--- config.mk ---
export PLATFORM = sky130hd
export DESIGN_NAME = data_mem_arbiter
export DESIGN_NICKNAME = d
export VERILOG_FILES = /design/src/rtl/data_mem_arbiter_pkg.sv /design/src/rtl/data_mem_arbiter_burst_counter.sv /design/src/rtl/data_mem_arbiter.sv
export SDC_FILE = /design/constraint.sdc
export NUM_CORES = 1
export LEC_CHECK = 0
export ABC_AREA = 1
export CORE_AREA = 5 5 115 117
export CTS_BUF_LIST = sky130_fd_sc_hd__clkbuf_4 sky130_fd_sc_hd__clkbuf_8 sky130_fd_sc_hd__clkbuf_16
export CTS_CLUSTER_DIAMETER = 150
export DETAILED_ROUTE_END_ITERATION = 10
export DIE_AREA = 0 0 120 122
export PLACE_DENSITY = 0.83
export REMOVE_ABC_BUFFERS = 1
export SLEW_MARGIN = 20
export SYNTH_ARGS = -nofsm -noshare
export SYNTH_HDL_FRONTEND = slang
export SYNTH_SLANG_ARGS = --single-unit
export TNS_END_PERCENT = 50
--- constraint.sdc ---
create_clock -name clk -period 1.8 [get_ports clk]
set_input_delay 0.54 -clock clk [delete_from_list [all_inputs] [get_ports clk]]
set_output_delay 0.54 -clock clk [all_outputs]
set_load 0.02 [all_outputs]
--- src/rtl/data_mem_arbiter_pkg.sv ---
// data_mem_arbiter_pkg: shared arbiter state encodings and requester identifiers
package data_mem_arbiter_pkg;
  typedef enum logic [1:0] {IDLE = 2'd0, OWN_CPU = 2'd1, OWN_EXT = 2'd2} arb_state_t;
  localparam logic REQ_CPU = 1'b0;
  localparam logic REQ_EXT = 1'b1;
endpackage

--- src/rtl/data_mem_arbiter_burst_counter.sv ---
// arb_burst_counter: saturating count of accesses by the current owner, flags when the burst limit is reached
module arb_burst_counter #(
  parameter int MAX_BURST = 4,
  localparam int W = $clog2(MAX_BURST) + 1
) (
  input  logic clk,
  input  logic reset,
  input  logic clr,
  input  logic inc,
  output logic limit
);
  logic [W-1:0] cnt;
  always_ff @(posedge clk)
    cnt <= (reset || clr) ? '0 : (inc && cnt != '1) ? cnt + 1'b1 : cnt;
  assign limit = cnt >= W'(MAX_BURST - 1);
endmodule

--- src/rtl/data_mem_arbiter.sv ---
// data_mem_arbiter: bounded-burst round-robin sharing of the data RAM between CPU and external master
module data_mem_arbiter
  import data_mem_arbiter_pkg::*;
#(
  parameter int ADDR_WIDTH = 32,
  parameter int DATA_WIDTH = 32,
  parameter int MAX_BURST  = 4
) (
  input  logic                  clk,
  input  logic                  reset,
  input  logic                  cpu_req,
  input  logic                  cpu_we,
  input  logic [ADDR_WIDTH-1:0] cpu_addr,
  input  logic [DATA_WIDTH-1:0] cpu_wdata,
  output logic                  cpu_gnt,
  output logic                  cpu_rvalid,
  output logic [DATA_WIDTH-1:0] cpu_rdata,
  output logic                  cpu_stall,
  input  logic                  ext_req,
  input  logic                  ext_we,
  input  logic [ADDR_WIDTH-1:0] ext_addr,
  input  logic [DATA_WIDTH-1:0] ext_wdata,
  output logic                  ext_gnt,
  output logic                  ext_rvalid,
  output logic [DATA_WIDTH-1:0] ext_rdata,
  output logic [ADDR_WIDTH-1:0] mem_addr,
  output logic [DATA_WIDTH-1:0] mem_wdata,
  output logic                  mem_we,
  output logic                  mem_re,
  input  logic [DATA_WIDTH-1:0] mem_rdata,
  output logic                  misalign_err
);
  arb_state_t state, next_state;
  logic last_owner, limit, own_req, oth_req, any_gnt, g_we, aligned, leave;
  arb_burst_counter #(.MAX_BURST(MAX_BURST)) u_cnt (
    .clk(clk), .reset(reset), .clr(leave), .inc(any_gnt), .limit(limit)
  );
  always_comb begin
    cpu_gnt = ~reset & (state == OWN_CPU) & cpu_req;
    ext_gnt = ~reset & (state == OWN_EXT) & ext_req;
    any_gnt = cpu_gnt | ext_gnt;
    g_we = ext_gnt ? ext_we : cpu_gnt & cpu_we;
    mem_addr = ext_gnt ? ext_addr : cpu_gnt ? cpu_addr : '0;
    mem_wdata = ext_gnt ? ext_wdata : cpu_gnt ? cpu_wdata : '0;
    aligned = mem_addr[1:0] == 2'b00;
    mem_we = any_gnt & g_we & aligned;
    mem_re = any_gnt & ~g_we & aligned;
    own_req = (state == OWN_EXT) ? ext_req : cpu_req;
    oth_req = (state == OWN_EXT) ? cpu_req : ext_req;
    next_state = state;
    if (state == IDLE)
      next_state = (cpu_req & ext_req) ? ((last_owner == REQ_EXT) ? OWN_CPU : OWN_EXT)
                 : cpu_req ? OWN_CPU : ext_req ? OWN_EXT : IDLE;
    else if (~own_req | (oth_req & limit))
      next_state = oth_req ? ((state == OWN_CPU) ? OWN_EXT : OWN_CPU) : IDLE;
    leave = (state != IDLE) & (next_state != state);
  end
  assign cpu_stall = cpu_req & ~cpu_gnt;
  always_ff @(posedge clk) begin
    if (reset) begin
      state <= IDLE;
      last_owner <= REQ_EXT;
      cpu_rvalid <= 1'b0;
      ext_rvalid <= 1'b0;
      cpu_rdata <= '0;
      ext_rdata <= '0;
      misalign_err <= 1'b0;
    end else begin
      state <= next_state;
      if (leave) last_owner <= (state == OWN_EXT) ? REQ_EXT : REQ_CPU;
      cpu_rvalid <= cpu_gnt & ~cpu_we;
      ext_rvalid <= ext_gnt & ~ext_we;
      if (cpu_gnt & ~cpu_we) cpu_rdata <= aligned ? mem_rdata : '0;
      if (ext_gnt & ~ext_we) ext_rdata <= aligned ? mem_rdata : '0;
      misalign_err <= any_gnt & ~aligned;
    end
  end
endmodule

**After elaboration in Yosys (flattened, before gate mapping)**

Cells that the tools add are included.

- Bits in writable memories: 0
- Output and inout bits: 136
- Bits in latches: 0
- Memories: 0
- Input bits: 166
- Memory bits (read-only): 0
- Word-level logic and storage cells: 61
- Register bits after elaboration: 73

- Reductions and logical operators: 5
- Bitwise gates (word level): 25
- Magnitude comparators: 1
- Add/subtract/negate cells: 1
- Divide/modulo/power cells: 0
- Equal/unequal tests: 4
- Multiply operators: 0
- Mux-type cells: 17
- Shifts and indexed selects: 0

Operators by type and width:

| cell | number |
|---|---|
| 32-bit 2-to-1 mux | 5 |
| 1-bit AND | 16 |
| 2-bit 2-to-1 mux | 8 |
| 1-bit NOT | 7 |
| 2-bit zero test | 2 |
| 1-bit 2-to-1 mux | 4 |
| 3-bit by 1-bit adder with 3-bit output, second input constant | 1 |
| 3-bit by 2-bit greater-or-equal comparator with 1-bit output, second input constant | 1 |
| 3-bit inequality test, second input constant | 1 |
| 2-bit by 1-bit equality test with 1-bit output, second input constant | 1 |
| 2-bit equality test, second input constant | 1 |
| 2-bit inequality test | 1 |
| 1-bit bitwise OR | 2 |
| 2-bit nonzero test | 1 |
| 1-bit logical AND | 1 |
| 1-bit logical OR | 1 |

**Depth between registers and ports, before layout**

Gate-level depths: netlist of run 1.

- Word-level depth: 9
- Depth in mapped cells: 11
- Mapped depth without buffers: 11

**By module**

Synthesis of run 1 repeated with hierarchy kept, for this count alone.

- Cell total of the unflattened synthesis: 423
- Area total of the unflattened synthesis: 3443.3 µm²

Modules (own cells, without submodules):

| module | cells each | area each (µm²) | times used |
|---|---|---|---|
| data_mem_arbiter | 396 | 3260.6 | 1 |
| arb_burst_counter | 27 | 182.7 | 1 |

**Least setup slack after synthesis of run 1**

No wires, ideal clock.

- Path type: input -> output
- Start point: input port reset
- End point: output port mem_we
- Data required time: 1.260 ns
- Stages on the path: 7
- Slack: -0.332 ns
- Arrival time: 1.592 ns
- Cell sequence: inv_2 nand4_1 nand2_1 nor2_4 buf_6 inv_1 nor2_1

- Word-level cells in the longest chain between the ends: 7
- Elaborated cells between the ends (all ways): 13
- Those cells by class: 3 x mux; 9 x bitwise; 1 x reduce/logical

RTL lines:

| element | line | text |
|---|---|---|
| start: declaration | data_mem_arbiter.sv:10 | `input logic reset,` |
| 1-bit NOT (*) | data_mem_arbiter.sv:39, data_mem_arbiter.sv:40 |  |
| 1-bit AND (2 in a row) | data_mem_arbiter.sv:39 | `cpu_gnt = ~reset & (state == OWN_CPU) & cpu_req;` |
| 32-bit 2-to-1 mux | data_mem_arbiter.sv:43 | `mem_addr = ext_gnt ? ext_addr : cpu_gnt ? cpu_addr : '0;` |
| 32-bit 2-to-1 mux (*) | data_mem_arbiter.sv:43 |  |
| net mem_addr[0] | data_mem_arbiter.sv:26 | `output logic [ADDR_WIDTH-1:0] mem_addr,` |
| 2-bit zero test (*) | data_mem_arbiter.sv:45 | `aligned = mem_addr[1:0] == 2'b00;` |
| 1-bit AND (*) | data_mem_arbiter.sv:46 | `mem_we = any_gnt & g_we & aligned;` |
| end: declaration | data_mem_arbiter.sv:28 | `output logic mem_we,` |

The timed path passes the listed nets; every way through them passes the cells marked *.

**Final worst setup path of run 1**

- Start point: register state[1]
- End point: output port mem_wdata[28]

- Word-level cells in the longest chain between the ends: 5
- Elaborated cells between the ends (all ways): 8
- Those cells by class: 2 x eq/ne; 2 x mux; 4 x bitwise

RTL lines:

| element | line | text |
|---|---|---|
| start: declaration | data_mem_arbiter.sv:33 | `arb_state_t state, next_state;` |
| start signal: assignment | data_mem_arbiter.sv:69 | `state <= next_state;` |
| 2-bit by 1-bit equality test with 1-bit output | data_mem_arbiter.sv:39 |  |
| 1-bit AND (2 in a row) | data_mem_arbiter.sv:39 |  |
| 32-bit 2-to-1 mux | data_mem_arbiter.sv:44 | `mem_wdata = ext_gnt ? ext_wdata : cpu_gnt ? cpu_wdata : '0;` |
| 32-bit 2-to-1 mux (*) | data_mem_arbiter.sv:44 |  |
| end: declaration | data_mem_arbiter.sv:27 | `output logic [DATA_WIDTH-1:0] mem_wdata,` |

Every way passes the cells marked *; elsewhere a longest branch is shown, timed or not.

==> metrics.md, run 1 <==
| Metric | Value |
|---|---|
| Crit path DAT | `1700 ps` |
| Clk pwr share | `37.3%` |
| Area growth syn-to-layout | `123.1%` |
| Power Density | `593.4 mW/mm^2` |
| Worst hold path class | `reg -> reg` |
| Die Wd | `120 um` |
| DR vias/cell | `4.976` |
| Slew HR | `76.89%` |
| Peak VDD IR | `0.7455 mV` |
| Hold Crit Endpoint | `ext_rdata[29]` |
| Failing checks | `negative setup slack` |
| IO Count | `302` |
| CP required | `1260 ps` |
| Int Pwr | `3.528 mW` |
| Max-cap violations | `0` |
| Total wire length | `21.45 mm` |
| Worst-case clock buffer depth | `2` |
| Reg2reg end | `ext_rdata[6]` |
| Yosys cell types | `26` |
| Worst-path maximum fanout | `4` |
| Hold_ws | `463.5 ps` |
| EDFF count, synth | `0` |
| Final GP Congestion | `0.8262` |
| Clock sinks | `73` |
| Syn Inst Count | `538` |
| Syn_area_per_cell | `6.803 um^2` |
| Hold buffer count at CTS | `0` |
| Worst hold start | `ext_rdata[29]` |
| DR vias | `5,130` |
| Pwr Total | `4.846 mW` |
| Kind of critical path | `reg -> out` |
| NetSw | `1.318 mW` |
| Cell count of the worst hold path | `2` |
| Placed Area | `0.006933 mm^2` |
| Nets | `1,045` |
| Tmin final | `2240 ps` |
| Pins Over Slew Limit | `0` |
| DR iter-0 viols | `422` |
| Die ar. | `0.01464 mm^2` |
| Die height | `122 um` |
| Global-route wire length before repair | `29.89 mm` |
| WL/cell | `20.80 um` |
| Clock root cell | `clkbuf_16` |
| Lkg Pwr | `4.090 nW` |
| Critical path launch point type | `register` |
| GRT Resource Usage Total | `26.89%` |
| Row cnt | `41` |
| Logic pwr share | `27.7%` |
| Final ANT Viol Nets | `0` |
| Fillers | `965` |
| Gr ovfl total | `0` |
| Drt first pass iters | `5` |
| Outcome | `finished with violations` |
| Largest net degree at the start of global routing | `43` |
| Critical path endpoint category | `output pin` |
| Ys flop type | `dfxtp_1` |
| Starting Density | `29.85%` |
| Layout cells sized above 1 | `31.67%` |
| Final core utilization | `66.61%` |
| Fmax | `446.5 MHz` |
| N_diodes | `0` |
| DRC | `0` |
| CTS clock-pin slew for the worst setup and hold paths | `60 ps` |
| Seq/Total Area, Yosys | `39.93%` |
| Final Instance Area | `0.008167 mm^2` |
| Async S/R FF share, synth | `0%` |
| Synth top area share | `39.93%` |
| Synth area leaders | `dfxtp_1, nand2_1, o21ai_1` |
| Number of global-route vias before repair | `5,128` |
| Initial antenna violation count | `0` |
| Max Clock Skew | `4.087 ps` |
| Final WS setup | `-439.7 ps` |
| Total number of yosys warnings | `0` |
| Core Region | `0.01226 mm^2` |
| CTS tree | `yes` |
| R2R Path Start | `state[1]` |
| Sw frac | `27.20%` |
| Worst-margin pin slew | `348.0 ps` |
| Clock latency on the worst-skew pair | `330 ps` |
| Sequential share of power | `34.9%` |
| Final Setup Violations | `69` |
| Flop-to-flop setup slack | `200 ps` |
| Final Hold Fails | `0` |
| Period utilization | `124.4%` |
| Post-DP HPWL | `13.94 mm` |
| Worst Reg-to-Reg Cells | `10` |
| Post-synth top area cell | `dfxtp_1` |
| IO Port Bufs | `301` |
| RSZ-0062 raised after global routing | `true` |
| Synthesized area | `0.003660 mm^2` |
| Yosys reg bits | `73` |
| H-tree depth | `3` |
| TritonCTS Buffers | `9` |
==> synth_stat cells, types with 2 or more instances <==
| cell type | instances |
|---|---|
| nor2_1 | 11 |
| ha_1 | 3 |
| o21ai_1 | 53 |
| a21oi_1 | 14 |
| nand2_1 | 238 |
| nor2_4 | 4 |
| buf_4 | 2 |
| nand4_1 | 4 |
| a21oi_2 | 20 |
| dfxtp_1 | 73 |
| inv_2 | 6 |
| inv_1 | 14 |
| buf_2 | 20 |
| clkbuf_1 | 6 |
| nand3_1 | 39 |
| buf_6 | 7 |
| o21ai_0 | 15 |
==> area by class of cell <==
class	instances	area (um^2)	area share (%)
clock buffers	12	260.3	3.187
clock inverters	4	51.30	0.6282
inverters	20	87.58	1.072
multi-input cells	409	2312	28.31
flip-flops and latches	73	1466	17.96
well taps	150	187.7	2.298
repair buffers	363	3801	46.55
==> through the flow <==
step	setup slack (ps)	TNS, ps	cells
2_1_floorplan	-1208	-98260	502
3_3_place_gp	-1087	-104170	987
3_5_place_dp	-1094	-105060	987
4_1_cts	-475.3	-24970	1035
5_1_grt	-540.0	-30050	1031
6_report	-439.7	-24110	1031
==> critical path, cell delays in order (launching register included) <==
cell     delay (ps)
dfxtp_2         340
inv_2            50
nor2_4          140
nand3_4         110
inv_6           100
buf_8           140
buf_16          120
buf_6           100
nand2_2          40
nand2_2          70
buf_6           130
==> state kept, by name, summed over array words and instances (netlist names) <==
name / count
ext_rdata: 32
misalign_err: 1
last_owner: 1
state: 2
cpu_rvalid: 1
ext_rvalid: 1
u_cnt.cnt: 3
cpu_rdata: 32
==> cell families (layout without fill, tap and decap cells) <==
family | Yosys count | after routing | synth area share, %
fa+ha+maj | 3 | 3 | 1.026
xor+xnor | 1 | 1 | 0.2394
buf+inv | 56 | 399 | 8.068
compound gates | 105 | 105 | 16.85
simple gates | 300 | 300 | 33.88
flops | 73 | 73 | 39.93
==> cell usage in the layout (no fill, tap or decap), types with 17 or more instances in the layout <==
cell type and n:
a21oi_2 20, buf_12 17, buf_4 35, buf_6 72
clkdlybuf4s50_1 158, dfxtp_1 71, dlygate4sd2_1 68, nand2_1 151
nand2_2 55, nand2_4 33, nand3_1 39, o21ai_1 55
==> layer usage <==
layer,GRT usage [%],vias to the layer above,wire (um)
met5,0,-,0
met4,13.67,0,1099
met3,12.26,71,2433
met2,45.24,308,10360
met1,28.45,2332,7554
li1,-,2419,-
==> power by group through the flow <==
stage / clock (mW) / combinational [mW] / sequential (mW)
2_1_floorplan: 0 / 0.345 / 1.77
3_3_place_gp: 0 / 1.12 / 1.72
3_5_place_dp: 0 / 1.13 / 1.73
4_1_cts: 1.84 / 1.31 / 1.69
5_1_grt: 1.94 / 1.41 / 1.70
6_report: 1.81 / 1.34 / 1.69
==> repair_timing <==
action	4_1_cts	5_1_grt
resized for setup	521	69
buffers inserted	24	4
hold endpoints to repair	0	0
pin swaps	34	34
setup endpoints to repair	198	75
gates cloned	9	1
==> how the worst max path moves through the flow <==
stage	start	end	slack [ps]	cells past startpoint
floorplan	reset	mem_we	-1210	7
global placement	ext_req	mem_wdata[3]	-1090	7
detailed placement	ext_req	mem_addr[15]	-1090	8
CTS	state[1]	mem_we	-480	10
global route	state[1]	mem_addr[21]	-540	9
finish	state[1]	mem_wdata[28]	-440	10
(Power assumes the default switching activity.)
==> run 2: changes to the inputs <==
CTS_CLUSTER_SIZE = 20   (was default)
PLACE_DENSITY = default   (was 0.83)
PLACE_DENSITY_LB_ADDON = 0.15   (was default)
==> run 2 against run 1 <==
The run still ends with negative setup slack left. Clock-buffer cell count down 3. Power up 0.41%. Sequential cell count unchanged. Combinational power rose by 4%. Sequential power about the same. Design area grew 5.9%. Critical path depth shrank 2. Core utilization rose by 3.9 points. Clock power is essentially flat. Die area did not move. Largest cell class unchanged. Largest power group unchanged.
==> metrics.md, run 2 (synthesized netlist as in run 1, its figures left out) <==
| Metric | Value |
|---|---|
| Critical path endpoint category | `output pin` |
| Cell count of the worst hold path | `2` |
| CP required | `1260 ps` |
| Outcome | `finished with violations` |
| Place WS | `-1350 ps` |
| Peak VDD IR | `0.6124 mV` |
| Worst hold start | `reset` |
| Pins Over Slew Limit | `0` |
| Hold Crit Endpoint | `state[0]` |
| Area growth syn-to-layout | `136.2%` |
| DR vias/cell | `4.935` |
| CTS tree | `yes` |
| RSZ-0062 raised after global routing | `true` |
| TritonCTS Buffers | `9` |
| Failing checks | `negative setup slack` |
| Tmin final | `2229 ps` |
| Pwr Total | `4.866 mW` |
| Worst hold path class | `in -> reg` |
| H-tree depth | `3` |
| Crit path launch | `cpu_req` |
| Final WS setup | `-428.9 ps` |
| Critical path launch point type | `input port` |
| Final ANT Viol Nets | `0` |
| Final Instance Area | `0.008646 mm^2` |
| DR vias | `5,073` |
| DRC | `0` |
| Max-cap violations | `0` |
| WL/cell | `19.88 um` |
| Worst-path maximum fanout | `6` |
| Clock latency on the worst-skew pair | `320 ps` |
| IO Count | `302` |
| Die height | `122 um` |
| Layout cells sized above 1 | `35.88%` |
| Slew HR | `58.53%` |
| Number of global-route vias before repair | `4,914` |
| Die Wd | `120 um` |
| Total wire length | `20.43 mm` |
| Most frequent cells in the layout | `clkdlybuf4s50_1, nand2_1, nand2_2` |
| IO Port Bufs | `301` |
| Clock sinks | `73` |
| Worst-margin pin slew | `622.1 ps` |
| DR iter-0 viols | `233` |
| Commonest non-fill, non-tap cell in the layout | `clkdlybuf4s50_1` |
| Reg area | `0.001469 mm^2` |
| Fillers | `925` |
| Worst Reg-to-Reg Cells | `10` |
| GRT Resource Usage Total | `24.11%` |
| Starting Density | `29.85%` |
| Crit path DAT | `1690 ps` |
| Worst-case clock buffer depth | `2` |
| Post-DP HPWL | `13.72 mm` |
| Placed Area | `0.007025 mm^2` |
| Row cnt | `41` |
| Initial antenna violation count | `0` |
| Power Density | `562.8 mW/mm^2` |
| Multi-input logic area | `0.002520 mm^2` |
| Global-route wire length before repair | `27.73 mm` |
| Nets | `1,042` |
| Flop-to-flop setup slack | `170 ps` |
| Biggest regs | `cpu_rdata x32, ext_rdata x32, u_cnt.cnt x3` |
| Max Clock Skew | `9.591 ps` |
| Gr ovfl total | `0` |
| Final Setup Violations | `69` |
| Final core utilization | `70.52%` |
| N_diodes | `0` |
| Reg2reg end | `ext_rdata[0]` |
| Kind of critical path | `in -> out` |
| Period utilization | `123.8%` |
| Lkg Pwr | `4.845 nW` |
| Clock root cell | `clkbuf_16` |
| Drt first pass iters | `5` |
| Core Region | `0.01226 mm^2` |
| R2R Path Start | `state[1]` |
| Post-route setup TNS | `-25,310 ps` |
| Largest net degree at the start of global routing | `65` |
| Final GP Congestion | `0.8717` |
| Final Hold Fails | `0` |
| Fmax | `448.6 MHz` |
| CTS clock-pin slew for the worst setup and hold paths | `60 ps` |
| Die ar. | `0.01464 mm^2` |
run 2: cell type report:
| class | instances | area share [%] |
|---|---|---|
| Multi-Input combinational cell | 409 | 29.15 |
| Clock buffer | 9 | 2.605 |
| Tap cell | 150 | 2.171 |
| Clock inverter | 7 | 0.8683 |
| Inverter | 20 | 1.158 |
| Timing Repair Buffer | 360 | 47.06 |
| Sequential cell | 73 | 16.99 |
run 2: worst max-delay path, cell delays in order:
cell and delay, ps:
dlygate4sd2_1 300, nand3_4 140, inv_6 100, buf_12 150
clkbuf_16 150, nand2_1 60, nand2_1 100, buf_6 130
run 2: what timing repair did:
| action | 4_1_cts | 5_1_grt |
|---|---|---|
| pin swaps | 22 | 61 |
| setup buffers | 12 | 4 |
| hold buffers | 0 | 0 |
| endpoints found under the setup margin | 199 | 162 |
| cloned | 7 | 5 |
| resized for setup | 432 | 206 |
run 2: worst max-delay path by stage:
stage | slack (ps) | cells after the start | endpoint
global route | -480 | 9 | mem_addr[25]
finish | -430 | 8 | mem_addr[4]
CTS | -390 | 9 | mem_addr[8]
floorplan | -1210 | 7 | mem_we
global placement | -1310 | 9 | mem_we
detailed placement | -1350 | 9 | mem_wdata[24]
run 2: power breakdown:
part	internal, mW	switching (mW)	total [mW]
Combinational	0.739	0.654	1.39
Sequential	1.66	0.0320	1.70
Clock	1.08	0.691	1.78
Total	3.49	1.38	4.87
run 2: per-stage QoR:
step / instances / hold slack (ps)
floorplan: 502 / 457.4
global placement: 988 / 459.0
detailed placement: 988 / 465.9
CTS: 1022 / 448.2
global route: 1028 / 461.3
finish: 1028 / 461.0
run 2: per-layer routing:
layer	GRT usage, %	routed length, um
met1	29.43	7742
met2	40.43	10040
met3	8.682	2056
met4	6.228	595
met5	0	0
==> run 3: changes to the inputs <==
CTS_BUF_LIST = sky130_fd_sc_hd__clkbuf_8 sky130_fd_sc_hd__clkbuf_16   (was sky130_fd_sc_hd__clkbuf_4 sky130_fd_sc_hd__clkbuf_8 sky130_fd_sc_hd__clkbuf_16)
==> results of run 3 <==
Final layout, timing and power as in run 2 (identical DEF).
